`config.mk`:
```
export PLATFORM = sky130hd
export DESIGN_NAME = fetch_redirect_ctrl
export DESIGN_NICKNAME = d
export VERILOG_FILES = /design/src/rtl/fetch_redirect_ctrl.sv
export SDC_FILE = /design/constraint.sdc
export NUM_CORES = 1
export LEC_CHECK = 0
export ABC_AREA = 1
export ABC_CLOCK_PERIOD_IN_PS = 2350
export CAP_MARGIN = 40
export CORE_MARGIN = 2
export CORE_UTILIZATION = 43
export DETAILED_ROUTE_END_ITERATION = 8
export PLACE_DENSITY_LB_ADDON = 0.2
export SKIP_CTS_REPAIR_TIMING = 1
export SYNTH_ARGS = -nofsm -noshare
export SYNTH_HDL_FRONTEND = slang
export SYNTH_SLANG_ARGS = --single-unit
```
`constraint.sdc`:
```
create_clock -name clk -period 2.35 [get_ports clk]
set_input_delay 0.235 -clock clk [delete_from_list [all_inputs] [get_ports clk]]
set_output_delay 0.235 -clock clk [all_outputs]
set_load 0.05 [all_outputs]
```
`src/rtl/fetch_redirect_ctrl.sv`:
```
// Fetch redirect controller: drives the PC register's hold/redirect inputs
// and the IF/ID and ID/EX stall/flush controls. It arbitrates between traps,
// trap returns and EX-resolved branches, and holds a redirect until the
// instruction memory accepts it. It also sleeps in HALT after a WFI retires.
//
// Ports:
//   clk, rst_n                 clock, asynchronous active-low reset
//   imem_ready                 fetch accepted this cycle
//   load_use_hazard            ID requests a one-cycle bubble
//   ex_redirect / ex_target    EX-resolved branch or jump
//   trap_req / trap_vec        exception or interrupt entry
//   mret_req / mepc            trap return
//   halt_req, wake             WFI retired / interrupt pending
//   keep_pc, branch_op,
//   branch_target              PC register hold/redirect controls (combinational)
//   stall_if_id, flush_if_id,
//   flush_id_ex                pipeline register controls (combinational)
//   state                      debug view of the controller state
//   redirect_cnt, stall_cnt    event counters (registered)
module fetch_redirect_ctrl (
  input  logic        clk,
  input  logic        rst_n,
  input  logic        imem_ready,
  input  logic        load_use_hazard,
  input  logic        ex_redirect,
  input  logic [31:0] ex_target,
  input  logic        trap_req,
  input  logic [31:0] trap_vec,
  input  logic        mret_req,
  input  logic [31:0] mepc,
  input  logic        halt_req,
  input  logic        wake,
  output logic        keep_pc,
  output logic        branch_op,
  output logic [31:0] branch_target,
  output logic        stall_if_id,
  output logic        flush_if_id,
  output logic        flush_id_ex,
  output logic [1:0]  state,
  output logic [15:0] redirect_cnt,
  output logic [31:0] stall_cnt
);

  localparam int unsigned ADDR_W = 32;
  localparam int unsigned RCNT_W = 16;
  localparam int unsigned SCNT_W = 32;

  typedef enum logic [1:0] {
    RUN        = 2'b00,
    HOLD_REDIR = 2'b01,
    HALT       = 2'b10,
    ILLEGAL    = 2'b11
  } state_e;

  state_e              state_q, state_d;
  logic [ADDR_W-1:0]   tgt_q, tgt_d;
  logic [RCNT_W-1:0]   redirect_cnt_q, redirect_cnt_d;
  logic [SCNT_W-1:0]   stall_cnt_q, stall_cnt_d;

  logic                redir_any;
  logic [ADDR_W-1:0]   sel_tgt;
  logic [ADDR_W-1:0]   trap_tgt;
  logic [ADDR_W-1:0]   hold_tgt;

  // Fixed-priority redirect source select; targets are always word aligned.
  always_comb begin
    redir_any = trap_req | mret_req | ex_redirect;
    trap_tgt  = {trap_vec[ADDR_W-1:2], 2'b00};
    if (trap_req) begin
      sel_tgt = trap_tgt;
    end else if (mret_req) begin
      sel_tgt = {mepc[ADDR_W-1:2], 2'b00};
    end else begin
      sel_tgt = {ex_target[ADDR_W-1:2], 2'b00};
    end
    // A trap arriving while a redirect is pending supersedes it.
    hold_tgt = trap_req ? trap_tgt : tgt_q;
  end

  // Next-state and combinational pipeline controls.
  always_comb begin
    state_d       = state_q;
    tgt_d         = tgt_q;
    keep_pc       = 1'b0;
    branch_op     = 1'b0;
    branch_target = '0;
    stall_if_id   = 1'b0;
    flush_if_id   = 1'b0;
    flush_id_ex   = 1'b0;

    case (state_q)
      RUN: begin
        if (redir_any) begin
          flush_if_id = 1'b1;
          flush_id_ex = 1'b1;
          if (imem_ready) begin
            branch_op     = 1'b1;
            branch_target = sel_tgt;
          end else begin
            keep_pc = 1'b1;
            tgt_d   = sel_tgt;
            state_d = HOLD_REDIR;
          end
        end else begin
          if (load_use_hazard) begin
            keep_pc     = 1'b1;
            stall_if_id = 1'b1;
            flush_id_ex = 1'b1;
          end
          if (!imem_ready) begin
            keep_pc     = 1'b1;
            stall_if_id = 1'b1;
          end
          if (halt_req) begin
            state_d = HALT;
          end
        end
      end

      HOLD_REDIR: begin
        flush_if_id = 1'b1;
        if (imem_ready) begin
          branch_op     = 1'b1;
          branch_target = hold_tgt;
          state_d       = RUN;
        end else begin
          keep_pc = 1'b1;
          tgt_d   = hold_tgt;
        end
      end

      HALT: begin
        // Only a trap leaves HALT with a redirect; it behaves as in RUN.
        if (trap_req) begin
          flush_if_id = 1'b1;
          flush_id_ex = 1'b1;
          if (imem_ready) begin
            branch_op     = 1'b1;
            branch_target = trap_tgt;
            state_d       = RUN;
          end else begin
            keep_pc = 1'b1;
            tgt_d   = trap_tgt;
            state_d = HOLD_REDIR;
          end
        end else begin
          keep_pc     = 1'b1;
          flush_if_id = 1'b1;
          if (wake) begin
            state_d = RUN;
          end
        end
      end

      default: begin
        state_d = RUN;
      end
    endcase
  end

  // Saturating redirect counter, wrapping stall counter.
  always_comb begin
    redirect_cnt_d = redirect_cnt_q;
    if (branch_op && (redirect_cnt_q != {RCNT_W{1'b1}})) begin
      redirect_cnt_d = redirect_cnt_q + RCNT_W'(1);
    end
    stall_cnt_d = stall_cnt_q + SCNT_W'(keep_pc);
  end

  always_ff @(posedge clk or negedge rst_n) begin
    if (!rst_n) begin
      state_q        <= RUN;
      tgt_q          <= '0;
      redirect_cnt_q <= '0;
      stall_cnt_q    <= '0;
    end else begin
      state_q        <= state_d;
      tgt_q          <= tgt_d;
      redirect_cnt_q <= redirect_cnt_d;
      stall_cnt_q    <= stall_cnt_d;
    end
  end

  assign state        = state_q;
  assign redirect_cnt = redirect_cnt_q;
  assign stall_cnt    = stall_cnt_q;

endmodule

```
## Word-level counts from Yosys, hierarchy flattened

Index checks and enable logic that the tools add are counted.

| storage, ports and cells | value |
|---|---|
| flip-flop bits (word level) | 82 |
| output and inout bits | 87 |

| operators by class | value |
|---|---|
| $add $sub $neg | 2 |
| equal/unequal tests | 12 |
| multiplexer cells | 40 |
| bitwise logic cells | 2 |
| reduce and logical (&&, ||, !) cells | 6 |

Operators by type and width:

| cell | count |
|---|---|
| $mux W32 | 13 |
| $pmux W32 S3 | 2 |
| $add A32 B1 Y32 | 1 |
| $add A16 B1 Y16 const B | 1 |
| $ne A16 B16 Y1 const B | 1 |
| $mux W1 | 14 |
| $mux W2 | 6 |
| $ne A2 B2 Y1 const B | 6 |
| $ne A3 B3 Y1 const B | 3 |
| $pmux W1 S3 | 2 |
| $pmux W2 S3 | 1 |
| $reduce_and A6 Y1 | 1 |
| $pmux W1 S2 | 2 |
| $reduce_and A4 Y1 | 1 |
| $reduce_bool A3 Y1 | 1 |
| $eq A2 B1 Y1 const B | 1 |
| $eq A2 B2 Y1 const B | 1 |
| $logic_not A2 Y1 | 1 |
| $or A1 B1 Y1 | 2 |
| $reduce_or A2 Y1 | 1 |
| $logic_and A1 B1 Y1 | 1 |

## Longest topological paths before layout

Gate-level depths: netlist (run 1).

| logic depth | value |
|---|---|
| depth in word-level cells | 5 |
| gate-level depth with buffers | 15 |
| mapped depth without buffers | 15 |

## Worst setup path after synthesis (run 1)

Ideal clock, no wire load.

| timing path | value |
|---|---|
| path kind | reg-to-reg |
| start point | register state_q[0] (netlist: state[0]) |
| end point | register stall_cnt_q[22] (netlist: stall_cnt[22]) |
| data arrival time | 3,407 ps |
| data required time | 2,230 ps |
| path slack | -1,177 ps |
| stages on the path, launching flop included | 14 |
| path buffers | 2 |
| clock period less this slack | 3,527 ps |
| cell sequence | dfrtp_1 -> ha_1 -> clkbuf_1 -> clkbuf_1 -> a21oi_1 -> ha_1 -> ha_1 -> nand3_1 -> nor2_1 -> nand3_1 -> nor2_4 -> nand2_1 -> nand2_1 -> nand2_1 |

| between the ends | value |
|---|---|
| word-level cells in the longest chain between the ends | 3 |
| elaborated cells on any way between the ends | 5 |
| classes of those cells | add/sub: 1; eq/ne: 2; mux: 1; reduce/logical: 1 |

RTL lines:

| element | line | source |
|---|---|---|
| from (decl) | 55 | `state_e state_q, state_d;` |
| from (signal assigned) | 177 | `state_q <= state_d;` |
| $eq A2 B2 Y1 (tied with other cells) | 91 | `case (state_q)` |
| $pmux W1 S3 (*) | 91 |  |
| via keep_pc | 33 | `output logic keep_pc,` |
| $add A32 B1 Y32 (*) | 167 | `stall_cnt_d = stall_cnt_q + SCNT_W'(keep_pc);` |
| via stall_cnt_d[22] | 58 | `logic [SCNT_W-1:0] stall_cnt_q, stall_cnt_d;` |
| to (signal assigned) | 180 | `stall_cnt_q <= stall_cnt_d;` |
| to (decl) | 58 |  |

The timed path passes the listed nets; every way through them passes the cells marked *.
A chain may end at the register's enable or synchronous reset.

## Final worst setup path (run 1)

| timing path | value |
|---|---|
| start point | register state_q[0] (netlist: state[0]) |
| end point | output branch_target[5] |

| between the ends | value |
|---|---|
| word-level cells in the longest chain between the ends | 2 |
| elaborated cells on any way between the ends | 4 |
| classes of those cells | eq/ne: 2; mux: 1; reduce/logical: 1 |

RTL lines:

| element | line | source |
|---|---|---|
| $eq A2 B2 Y1 (tied with other cells) | 91 |  |
| $pmux W32 S3 (*) | 91 |  |
| to (decl) | 35 | `output logic [31:0] branch_target,` |

Mark *: on every way between the ends. The rest lies on a longest branch, timed or not.

==> flow_summary_export.csv, run 1 <==
group,metric,value,unit
run_status,status,"complete, no violations",
timing,hold_viol,0,
final_layout,diodes,0,
global_routing,grt_pass1_wl,31700,um
timing,finalMaxSlewViolations,0,
die,die_area,15200,sq um
synthesis,yosysMostFrequentCell,"nand2_1",
place,place_area,8950,sq um
final_layout,layout-drive-gt1-share,0.156,
timing,tns,0,ns
hold_path,min_path_type,"input port to asynchronous set/reset pin",
route,first_pass_iters,5,
die,die_h,123,um
setup_path,arrival,2.06,ns
synthesis,yosysTopAreaCellShare,0.335,
cts,clk_pin_slew,0.07,ns
pwr,ir_worst_vdd,0.000634,V
pwr,p_per_area,1050,nW/um^2
synthesis,synth_cells,954,
cts,cts_root_buffer,"clkbuf_16",
cts,h-tree-depth,3,
synthesis,yosys_warnings,0,
pwr,seqPwrFrac,0.199,
synthesis,synth_flop_cell,"dfrtp_1",
global_routing,antenna_found_initial,0,
global_routing,first_global_vias,6627,
pwr,combPwrFrac,0.639,
final_layout,nets,1261,
timing,period_share,0.975,
die,io_pins,192,
final_layout,area_growth,54.8,%
timing,clock.fmax,436,MHz
run,cap_violations,0,
route,antenna_left,0,
pwr,p_int,5270,uW
timing,min_period,2.29,ns
synthesis,avgSynthCellArea,6.42,sq um
timing,max-slew-margin-rel,0.570,
route,routed_wirelength,20200,um
synthesis,ys_types,31,
synthesis,synth_top_cell_by_area,"dfrtp_1",
final_layout,finalInstanceArea,9490,sq um
place,gp_congestion,0.894,
global_routing,grt_start_max_net_pins,67,
global_routing,grt_util_all_layers,0.263,
die,fp.dieW,123,um
cts,cts_buffers,9,
pwr,p_clk_frac,0.162,
setup_path,startpoint_type,"register",
route,route.detailed.drc,0,
pwr,leakage,0.00408,uW
timing,fin_skew,0.00866,ns
synthesis,netlist_top_cells_count,"nand2_1 (303), nor2_1 (104), o21ai_0 (87), inv_1 (85), dfrtp_1 (82)",
route,drtIter0Drc,477,
synthesis,synthesis.nets,1067,
place,hpwl,14200,um
synthesis,ys_top_cells_by_area,"dfrtp_1 (33%), nand2_1 (19%), o21ai_0 (7.1%)",
synthesis,syn_area,6130,sq um
timing,hold_ws,0.404,ns
die,start_util,0.441,
cts,cts_tree,"done",
setup_path,crit_fanout,6,
timing,setup_violations,0,
pwr,p_sw_frac,0.470,
setup_path,critical_path_class,"register to primary output",
timing,tightest_slew,0.645,ns
synthesis,synth-edff-count,0,
die,coreArea,13900,sq um
final_layout,nFillCells,1209,
cts,clk_latency,0.35,ns
route,wl_per_cell,15.2,um
die,rows,43,
synthesis,ys_seq_area_frac,0.335,
synthesis,synth_async_sr_flop_share,1.00,
cts,numClockSinks,82,
route,avgViaCountPerCell,5.32,
route,vias,7085,
synthesis,ys_seq_elements,82,
cts,cts.path.max_buffers,2,
pwr,switchingPower,4680,uW
setup_path,required,2.12,ns
setup_path,endpoint_kind,"primary output",
timing,grt_setup_unrepaired,"yes",
place,io_buffers,185,
global_routing,grt_overflow,0,
[cell usage in the layout, fill, tap and decap left out, types with 33 or more instances in the layout]
master,count
nand2_1,298
clkdlybuf4s50_1,146
nor2_1,100
o21ai_0,86
dfrtp_1,80
inv_1,77
buf_12,42
o21ai_1,38
buf_4,34
a21oi_1,33
[flip-flops by register name, indices dropped and copies added, names as in the netlist]
| register | count |
|---|---|
| stall_cnt | 32 |
| tgt_q | 32 |
| redirect_cnt | 16 |
| state | 2 |
[per-layer routing]
metal / track usage / vias to the layer above / part of all wire
li1: - / 3507 / -
met1: 0.322 / 3288 / 0.42
met2: 0.455 / 255 / 0.50
met3: 0.0554 / 35 / 0.060
met4: 0.0959 / 0 / 0.022
met5: 0 / - / 0
[critical path: stages (launching register included)]
cell and delay [ns]:
dfrtp_2 0.45, inv_4 0.10, ha_4 0.13, buf_6 0.09, nand2_1 0.06, inv_2 0.08, nand2_2 0.08, clkinv_4 0.11
buf_8 0.13, nand2_1 0.06, a21oi_2 0.24, buf_12 0.17
[cells by family after synthesis]
group,count (synthesis),synth area share
adders and majority gates,8,0.0163
and+or+nand+nor,482,0.328
buffers and inverters,135,0.0884
DFF,82,0.335
AOI/OAI and AO/OA,221,0.195
xor gates and xnor gates,26,0.0372
[cell type report]
| type | instances | area [sq um] | share of cell area |
|---|---|---|---|
| clock buffers | 10 | 239 | 0.0252 |
| clock inverters | 6 | 96.3 | 0.0102 |
| inverters | 87 | 337 | 0.0355 |
| multi-input cells | 737 | 3850 | 0.406 |
| flip-flops and latches | 82 | 2050 | 0.217 |
| well taps | 180 | 225 | 0.0237 |
| repair buffers | 231 | 2690 | 0.283 |
[final timing paths]
| kind | start | end | slack (ns) | depth (start not counted) |
|---|---|---|---|---|
| worst max-delay path | state[0] | branch_target[5] | 0.06 | 11 |
| worst min-delay path | rst_n | tgt_q[15] | 0.40 | 2 |
| worst max register to register | state[1] | stall_cnt[22] | 0.10 | 15 |
| worst min register to register | stall_cnt[31] | stall_cnt[31] | 0.50 | 2 |
| max in group asynchronous | rst_n | redirect_cnt[5] | 1.30 | 3 |
| min in group clk | stall_cnt[31] | stall_cnt[31] | 0.50 | 2 |
[metrics by stage]
stage	total power, uW	util	setup WS, ns	std cells
after floorplan	5760	-	-0.279	954
after global placement	8040	0.645	-0.169	1312
after detailed placement	8130	0.645	-0.219	1312
after CTS	9780	0.669	-0.158	1328
after global routing	10500	0.684	-0.0278	1333
final	9950	0.684	0.0588	1333
[power by group through the flow]
stage / clock, uW / combinational, uW / sequential [uW]
floorplan: 0 / 3430 / 2320
finish: 1610 / 6350 / 1980
global route: 1700 / 6840 / 2010
CTS: 1640 / 6150 / 1980
detailed placement: 0 / 6120 / 2000
global placement: 0 / 6050 / 1990
Power figures use the tool's default switching activity.
==> run 2, diff against run 1 <==
- CAP_MARGIN: 40 -> unset
==> results of run 2 <==
Same layout as run 1: the final DEF is identical, and so are final timing and power.
==> run 3, diff against run 2 <==
- SLEW_MARGIN: unset -> 20
==> results of run 3 <==
Same layout as run 1: the final DEF is identical, and so are final timing and power.
